## src/rtl/cache_fill_ctrl_if.sv

```systemverilog
`default_nettype none
// +----------------------------------------------------------------------------+
// | cache_fill_ctrl_if : CPU, determine_hit and memory signals of the fill ctrl |
// | Rev 1.0                                                                    |
// +----------------------------------------------------------------------------+
interface cache_fill_ctrl_if #(
  parameter int D_WIDTH = 8,
  parameter int A_WIDTH = 8
);
  logic                   req;
  logic [A_WIDTH-1:0]     addr;
  logic                   hit;
  logic [1:0]             sel;
  logic [4*A_WIDTH-1:0]   tag_out;
  logic [3:0]             valid_out;
  logic                   ready;
  logic                   rvalid;
  logic [D_WIDTH-1:0]     rdata;
  logic                   mem_req;
  logic [A_WIDTH-1:0]     mem_addr;
  logic                   mem_ack;
  logic [D_WIDTH-1:0]     mem_data;

  modport master (
    output req, addr, hit, sel, mem_ack, mem_data,
    input  tag_out, valid_out, ready, rvalid, rdata, mem_req, mem_addr
  );

  modport slave (
    input  req, addr, hit, sel, mem_ack, mem_data,
    output tag_out, valid_out, ready, rvalid, rdata, mem_req, mem_addr
  );
endinterface
`default_nettype wire

```

## src/rtl/cache_fill_ctrl.sv

```systemverilog
`default_nettype none
// +----------------------------------------------------------------------------+
// | cache_fill_ctrl : 4-entry fully-associative read cache fill controller      |
// | with LRU replacement. Optional hit/miss counters under CACHE_STATS_EN.      |
// | Rev 1.0                                                                    |
// +----------------------------------------------------------------------------+
module cache_fill_ctrl #(
  parameter int D_WIDTH = 8,
  parameter int A_WIDTH = 8
) (
  input  logic clk,
  input  logic rst_n,
`ifdef CACHE_STATS_EN
  output logic [7:0] hit_cnt,
  output logic [7:0] miss_cnt,
`endif
  cache_fill_ctrl_if.slave bus
);

  typedef enum logic [1:0] {IDLE = 2'd0, FETCH = 2'd1, FILL = 2'd2} state_t;

  state_t                       state_q, state_d;
  logic [3:0][A_WIDTH-1:0]      tag_q, tag_d;
  logic [3:0]                   valid_q, valid_d;
  logic [3:0][D_WIDTH-1:0]      data_q, data_d;
  logic [3:0][1:0]              cnt_q, cnt_d;
  logic [1:0]                   victim_q, victim_d;
  logic [A_WIDTH-1:0]           mem_addr_q, mem_addr_d;
  logic                         mem_req_q, mem_req_d;
  logic [D_WIDTH-1:0]           fill_buf_q, fill_buf_d;
  logic [D_WIDTH-1:0]           rdata_q, rdata_d;
  logic                         rvalid_q, rvalid_d;
  logic [1:0]                   victim_w;

  // Most-recently-used entry becomes 3; entries above its old rank move down one.
  function automatic logic [3:0][1:0] lru_touch(input logic [3:0][1:0] c,
                                                input logic [1:0] idx);
    logic [3:0][1:0] res;
    res = c;
    for (int j = 0; j < 4; j++) begin
      if (c[j] > c[idx]) res[j] = c[j] - 2'd1;
    end
    res[idx] = 2'd3;
    return res;
  endfunction

  // Lowest invalid entry wins over the LRU entry (cnt==0).
  always_comb begin
    victim_w = 2'd0;
    for (int i = 0; i < 4; i++) begin
      if (cnt_q[i] == 2'd0) victim_w = 2'(i);
    end
    for (int i = 3; i >= 0; i--) begin
      if (!valid_q[i]) victim_w = 2'(i);
    end
  end

  always_comb begin
    state_d    = state_q;
    tag_d      = tag_q;
    valid_d    = valid_q;
    data_d     = data_q;
    cnt_d      = cnt_q;
    victim_d   = victim_q;
    mem_addr_d = mem_addr_q;
    mem_req_d  = mem_req_q;
    fill_buf_d = fill_buf_q;
    rdata_d    = rdata_q;
    rvalid_d   = 1'b0;
    case (state_q)
      IDLE: begin
        if (bus.req) begin
          if (bus.hit) begin
            rdata_d  = data_q[bus.sel];
            rvalid_d = 1'b1;
            cnt_d    = lru_touch(cnt_q, bus.sel);
          end else begin
            mem_addr_d = bus.addr;
            victim_d   = victim_w;
            mem_req_d  = 1'b1;
            state_d    = FETCH;
          end
        end
      end
      FETCH: begin
        if (bus.mem_ack) begin
          fill_buf_d = bus.mem_data;
          mem_req_d  = 1'b0;
          state_d    = FILL;
        end
      end
      FILL: begin
        tag_d[victim_q]   = mem_addr_q;
        data_d[victim_q]  = fill_buf_q;
        valid_d[victim_q] = 1'b1;
        cnt_d             = lru_touch(cnt_q, victim_q);
        rdata_d           = fill_buf_q;
        rvalid_d          = 1'b1;
        state_d           = IDLE;
      end
      default: state_d = IDLE;
    endcase
  end

  always_ff @(posedge clk or negedge rst_n) begin
    if (!rst_n) begin
      state_q    <= IDLE;
      tag_q      <= '0;
      valid_q    <= '0;
      data_q     <= '0;
      cnt_q      <= {2'd3, 2'd2, 2'd1, 2'd0};
      victim_q   <= 2'd0;
      mem_addr_q <= '0;
      mem_req_q  <= 1'b0;
      fill_buf_q <= '0;
      rdata_q    <= '0;
      rvalid_q   <= 1'b0;
    end else begin
      state_q    <= state_d;
      tag_q      <= tag_d;
      valid_q    <= valid_d;
      data_q     <= data_d;
      cnt_q      <= cnt_d;
      victim_q   <= victim_d;
      mem_addr_q <= mem_addr_d;
      mem_req_q  <= mem_req_d;
      fill_buf_q <= fill_buf_d;
      rdata_q    <= rdata_d;
      rvalid_q   <= rvalid_d;
    end
  end

  assign bus.tag_out   = tag_q;
  assign bus.valid_out = valid_q;
  assign bus.ready     = (state_q == IDLE);
  assign bus.rvalid    = rvalid_q;
  assign bus.rdata     = rdata_q;
  assign bus.mem_req   = mem_req_q;
  assign bus.mem_addr  = mem_addr_q;

`ifdef CACHE_STATS_EN
  logic [7:0] hit_cnt_q, hit_cnt_d;
  logic [7:0] miss_cnt_q, miss_cnt_d;

  always_comb begin
    hit_cnt_d  = hit_cnt_q;
    miss_cnt_d = miss_cnt_q;
    if (state_q == IDLE && bus.req) begin
      if (bus.hit) begin
        if (hit_cnt_q != 8'hFF) hit_cnt_d = hit_cnt_q + 8'd1;
      end else begin
        if (miss_cnt_q != 8'hFF) miss_cnt_d = miss_cnt_q + 8'd1;
      end
    end
  end

  always_ff @(posedge clk or negedge rst_n) begin
    if (!rst_n) begin
      hit_cnt_q  <= 8'd0;
      miss_cnt_q <= 8'd0;
    end else begin
      hit_cnt_q  <= hit_cnt_d;
      miss_cnt_q <= miss_cnt_d;
    end
  end

  assign hit_cnt  = hit_cnt_q;
  assign miss_cnt = miss_cnt_q;
`endif

endmodule
`default_nettype wire

```

## src/flat_wrapper.sv

```systemverilog
// flat-port wrapper written by rule: the top's interface ports become plain ports
module cache_fill_ctrl_flat 
#(
  parameter int D_WIDTH = 8,
  parameter int A_WIDTH = 8
)
  (clk, rst_n, bus_req, bus_addr, bus_hit, bus_sel, bus_mem_ack, bus_mem_data, bus_tag_out, bus_valid_out, bus_ready, bus_rvalid, bus_rdata, bus_mem_req, bus_mem_addr);
  cache_fill_ctrl_if #(.D_WIDTH(D_WIDTH), .A_WIDTH(A_WIDTH)) bus_i ();
  input  logic clk;
  input  logic rst_n;
  input wire logic [$bits(bus_i.req)-1:0] bus_req;
  input wire logic [$bits(bus_i.addr)-1:0] bus_addr;
  input wire logic [$bits(bus_i.hit)-1:0] bus_hit;
  input wire logic [$bits(bus_i.sel)-1:0] bus_sel;
  input wire logic [$bits(bus_i.mem_ack)-1:0] bus_mem_ack;
  input wire logic [$bits(bus_i.mem_data)-1:0] bus_mem_data;
  output wire logic [$bits(bus_i.tag_out)-1:0] bus_tag_out;
  output wire logic [$bits(bus_i.valid_out)-1:0] bus_valid_out;
  output wire logic [$bits(bus_i.ready)-1:0] bus_ready;
  output wire logic [$bits(bus_i.rvalid)-1:0] bus_rvalid;
  output wire logic [$bits(bus_i.rdata)-1:0] bus_rdata;
  output wire logic [$bits(bus_i.mem_req)-1:0] bus_mem_req;
  output wire logic [$bits(bus_i.mem_addr)-1:0] bus_mem_addr;
  assign bus_i.req = bus_req;
  assign bus_i.addr = bus_addr;
  assign bus_i.hit = bus_hit;
  assign bus_i.sel = bus_sel;
  assign bus_i.mem_ack = bus_mem_ack;
  assign bus_i.mem_data = bus_mem_data;
  assign bus_tag_out = bus_i.tag_out;
  assign bus_valid_out = bus_i.valid_out;
  assign bus_ready = bus_i.ready;
  assign bus_rvalid = bus_i.rvalid;
  assign bus_rdata = bus_i.rdata;
  assign bus_mem_req = bus_i.mem_req;
  assign bus_mem_addr = bus_i.mem_addr;
  cache_fill_ctrl #(.D_WIDTH(D_WIDTH), .A_WIDTH(A_WIDTH)) u_core (.clk(clk), .rst_n(rst_n), .bus(bus_i));
endmodule
```

## config.mk

```make
export PLATFORM = sky130hd
export DESIGN_NAME = cache_fill_ctrl_flat
export DESIGN_NICKNAME = d
export VERILOG_FILES = /design/src/rtl/cache_fill_ctrl_if.sv /design/src/rtl/cache_fill_ctrl.sv /design/src/flat_wrapper.sv
export SDC_FILE = /design/constraint.sdc
export NUM_CORES = 1
export LEC_CHECK = 0
export CAP_MARGIN = 20
export CORE_ASPECT_RATIO = 1.75
export CORE_UTILIZATION = 58
export DETAILED_ROUTE_END_ITERATION = 12
export PLACE_DENSITY_LB_ADDON = 0.2
export SYNTH_ARGS = -nofsm -noshare
export SYNTH_HDL_FRONTEND = slang
export SYNTH_SLANG_ARGS = --single-unit
```

## constraint.sdc

```tcl
create_clock -name clk -period 5.8 [get_ports clk]
set_clock_uncertainty 0.1 [all_clocks]
set_input_delay 1.16 -clock clk [delete_from_list [all_inputs] [get_ports clk]]
set_output_delay 1.16 -clock clk [all_outputs]
set_load 0.05 [all_outputs]
```

==> results_dict.tcl <==
set metrics [dict create \
    outcome "finished clean" \
    tns_ps 0 \
    yosysSeqAreaShare_pct 53.47 \
    timing.hold.ws_ps 385.6 \
    num_antenna_cells 0 \
    cts_tree "yes" \
    io_buffer_count 77 \
    layout-drive-gt1-share_pct 19.53 \
    maxSlewHeadroom_pct 34.35 \
    setup_ws_ps 1925 \
    clockBufferDepth 2 \
    power_mw 3.636 \
    via_per_inst 5.687 \
    cp_num_buf_inv 2 \
    start_util_pct 59.78 \
    cp_max_fo 14 \
    grt_max_degree 70 \
    reg2reg_slack_ps 3130 \
    rows 44 \
    clk_latency_ps 340 \
    first_iter_violations 198 \
    worst_setup_path_end_kind "flop" \
    yosys.cell_types.count 44 \
    gp_congestion 0.8109 \
    core_sq_um 8313 \
    cts_resized 0 \
    worstSetupPathType "in2reg" \
    dp_hpwl_mm 7.206 \
    power.density_nw_per_um2 597.1 \
    dpl_cell_area_sq_um 5808 \
    p_leak_nw 2.769 \
    dp.cells 565 \
    rr_endpoint "u_core.cnt_q[3]" \
    min_period_ps 3875 \
    hold_depth 1 \
    drc 0 \
    path_clk_slew_ps 70 \
    fin_util_pct 73.25 \
    synth_largest_area_cell "dfrtp_1" \
    via_count 3304 \
    fillers 564 \
    tightest_slew_ps 981.5 \
    final_nets 503 \
    hold_buffers 0 \
    startpoint_type "primary input" \
    report.final.slew_viol_count 0 \
    syn_area_sq_um 4970 \
    die_y_um 124.5 \
    grt.total_usage_pct 25.81 \
    cts_root_buf "clkbuf_16" \
    rsz0062_at_grt "no" \
    regArea_sq_um 2658 \
    areaGrowthSynthToFinish_pct 22.53 \
    firstDrtPassIters 4 \
    htreeDepth 3 \
    synth_enable_flop_cells 0 \
    vdd_ir_drop_max_uv 364.0 \
    cts_inserted_buffers 9 \
    clock_sinks 106 \
    rr_startpoint "u_core.victim_q[1]" \
    synthFlopType "dfrtp_1" \
    hold_viol 0 \
    worstPathCellList "clkdlybuf4s50_1 -> mux4_2 -> inv_1 -> ha_1 -> nor2b_1 -> o21ai_0 -> a32oi_1 -> a21oi_1 -> a31oi_1" \
    crit_family "buffers and inverters" \
    multi_input_area_sq_um 2175 \
    synth_nets 428 \
    final_cell_mix "dfrtp_1, clkdlybuf4s50_1, mux2_2" \
    min_from "u_core.data_q[23]" \
    hold_class "reg2reg" \
    synthTopCellsByArea "dfrtp_1, mux2_2, mux2_1, mux4_2, ha_1" \
    slowest_delay_ps 930 \
    final_common_cell "dfrtp_1" \
    crit_arrival_ps 3970 \
    setup.worst_path.start "bus_sel[1]" \
    yosys.area.top_type_share_pct 51.36 \
    setup-violations-final 0 \
    routed_wl_mm 10.28 \
    wl_per_cell_um 17.69 \
    final_cell_area_sq_um 6090 \
    fmax_mhz 258.1 \
    syn_avg_cell_area_sq_um 12.88 \
    reg2reg_depth 8 \
    syn-instance-count 386 \
    critPathSlowestCell "clkdlybuf4s50_1" \
    die_area_sq_um 8958 \
    io_pins 78 \
    postRouteAntennaNets 0 \
    cts_setup_buffers 0 \
    yosys_warnings 0 \
    grt_first_pass_wirelength_mm 17.59 \
    critPathRequiredTime_ps 5890 \
    layout.cells.non_filler 581 \
    pre_cts_slack_ps 1492 \
    antenna_found_initial 0 \
    grt_pass1_vias 3543 \
    synth-seq-cells 106 \
    drv_cap 0 \
    overflow 0 \
    async_flop_share_pct 100.0 \
    fin_crit_sh_pct 66.81 \
    holdPathEnd "u_core.data_q[23]" \
    die_x_um 71.98 \
]
[cells in the mapped netlist, types with 4 or more instances]
library cell / number
o22ai_1: 9
dfrtp_1: 102
buf_4: 4
nor2b_1: 11
dfstp_2: 4
mux4_2: 12
inv_1: 11
nand3_1: 7
ha_1: 19
mux2_2: 41
a31oi_1: 4
nor2_1: 23
nand2_1: 40
buf_2: 8
mux2_1: 31
nand2b_1: 6
o21ai_0: 14
[per-layer routing]
layer | routed length, um | global-route usage (%) | up-vias
li1 | - | - | 1527
met5 | 0 | 0 | -
met4 | 265 | 11.65 | 0
met2 | 5515 | 43.45 | 89
met1 | 4027 | 31.49 | 1668
met3 | 468 | 5.259 | 20
[logic make-up (layout without fill, tap and decap cells)]
logic type | Yosys count | count (layout) | synth area share, %
compound gates | 43 | 43 | 5.715
fa+ha+maj | 19 | 19 | 4.784
buf+inv | 28 | 108 | 2.769
flops | 106 | 106 | 53.47
mux | 87 | 87 | 22.36
simple gates | 103 | 103 | 10.90
[flip-flops by register name, indices dropped and copies added (netlist names)]
register / count
u_core.cnt_q: 8
u_core.bus.valid_out: 4
u_core.bus.mem_addr: 8
u_core.victim_q: 2
u_core.bus.tag_out: 32
u_core.state_q: 2
u_core.bus.mem_req: 1
u_core.data_q: 32
u_core.bus.rdata: 8
u_core.bus.rvalid: 1
u_core.fill_buf_q: 8
[final cells by class]
type	instances	share of cell area, %
Clock buffer	10	3.924
Clock inverter	6	0.6986
Inverter	13	0.8013
Multi-Input combinational cell	252	35.71
Sequential cell	106	43.64
Tap cell	115	2.363
Timing Repair Buffer	79	12.86
[how the worst max path moves through the flow]
stage	to	slack, ps	cells after the start
2_1_floorplan	u_core.cnt_q[1]	2500	9
3_3_place_gp	u_core.cnt_q[4]	1610	9
3_5_place_dp	u_core.cnt_q[4]	1490	9
4_1_cts	u_core.cnt_q[4]	1920	9
5_1_grt	u_core.cnt_q[1]	1760	9
6_report	u_core.cnt_q[4]	1930	9
[where the power goes]
part | switching, mW | total (mW) | internal (mW)
registers | 0.247 | 1.30 | 1.05
clock network | 0.262 | 0.565 | 0.303
logic | 1.05 | 1.77 | 0.719
Power figures use the tool's default switching activity.
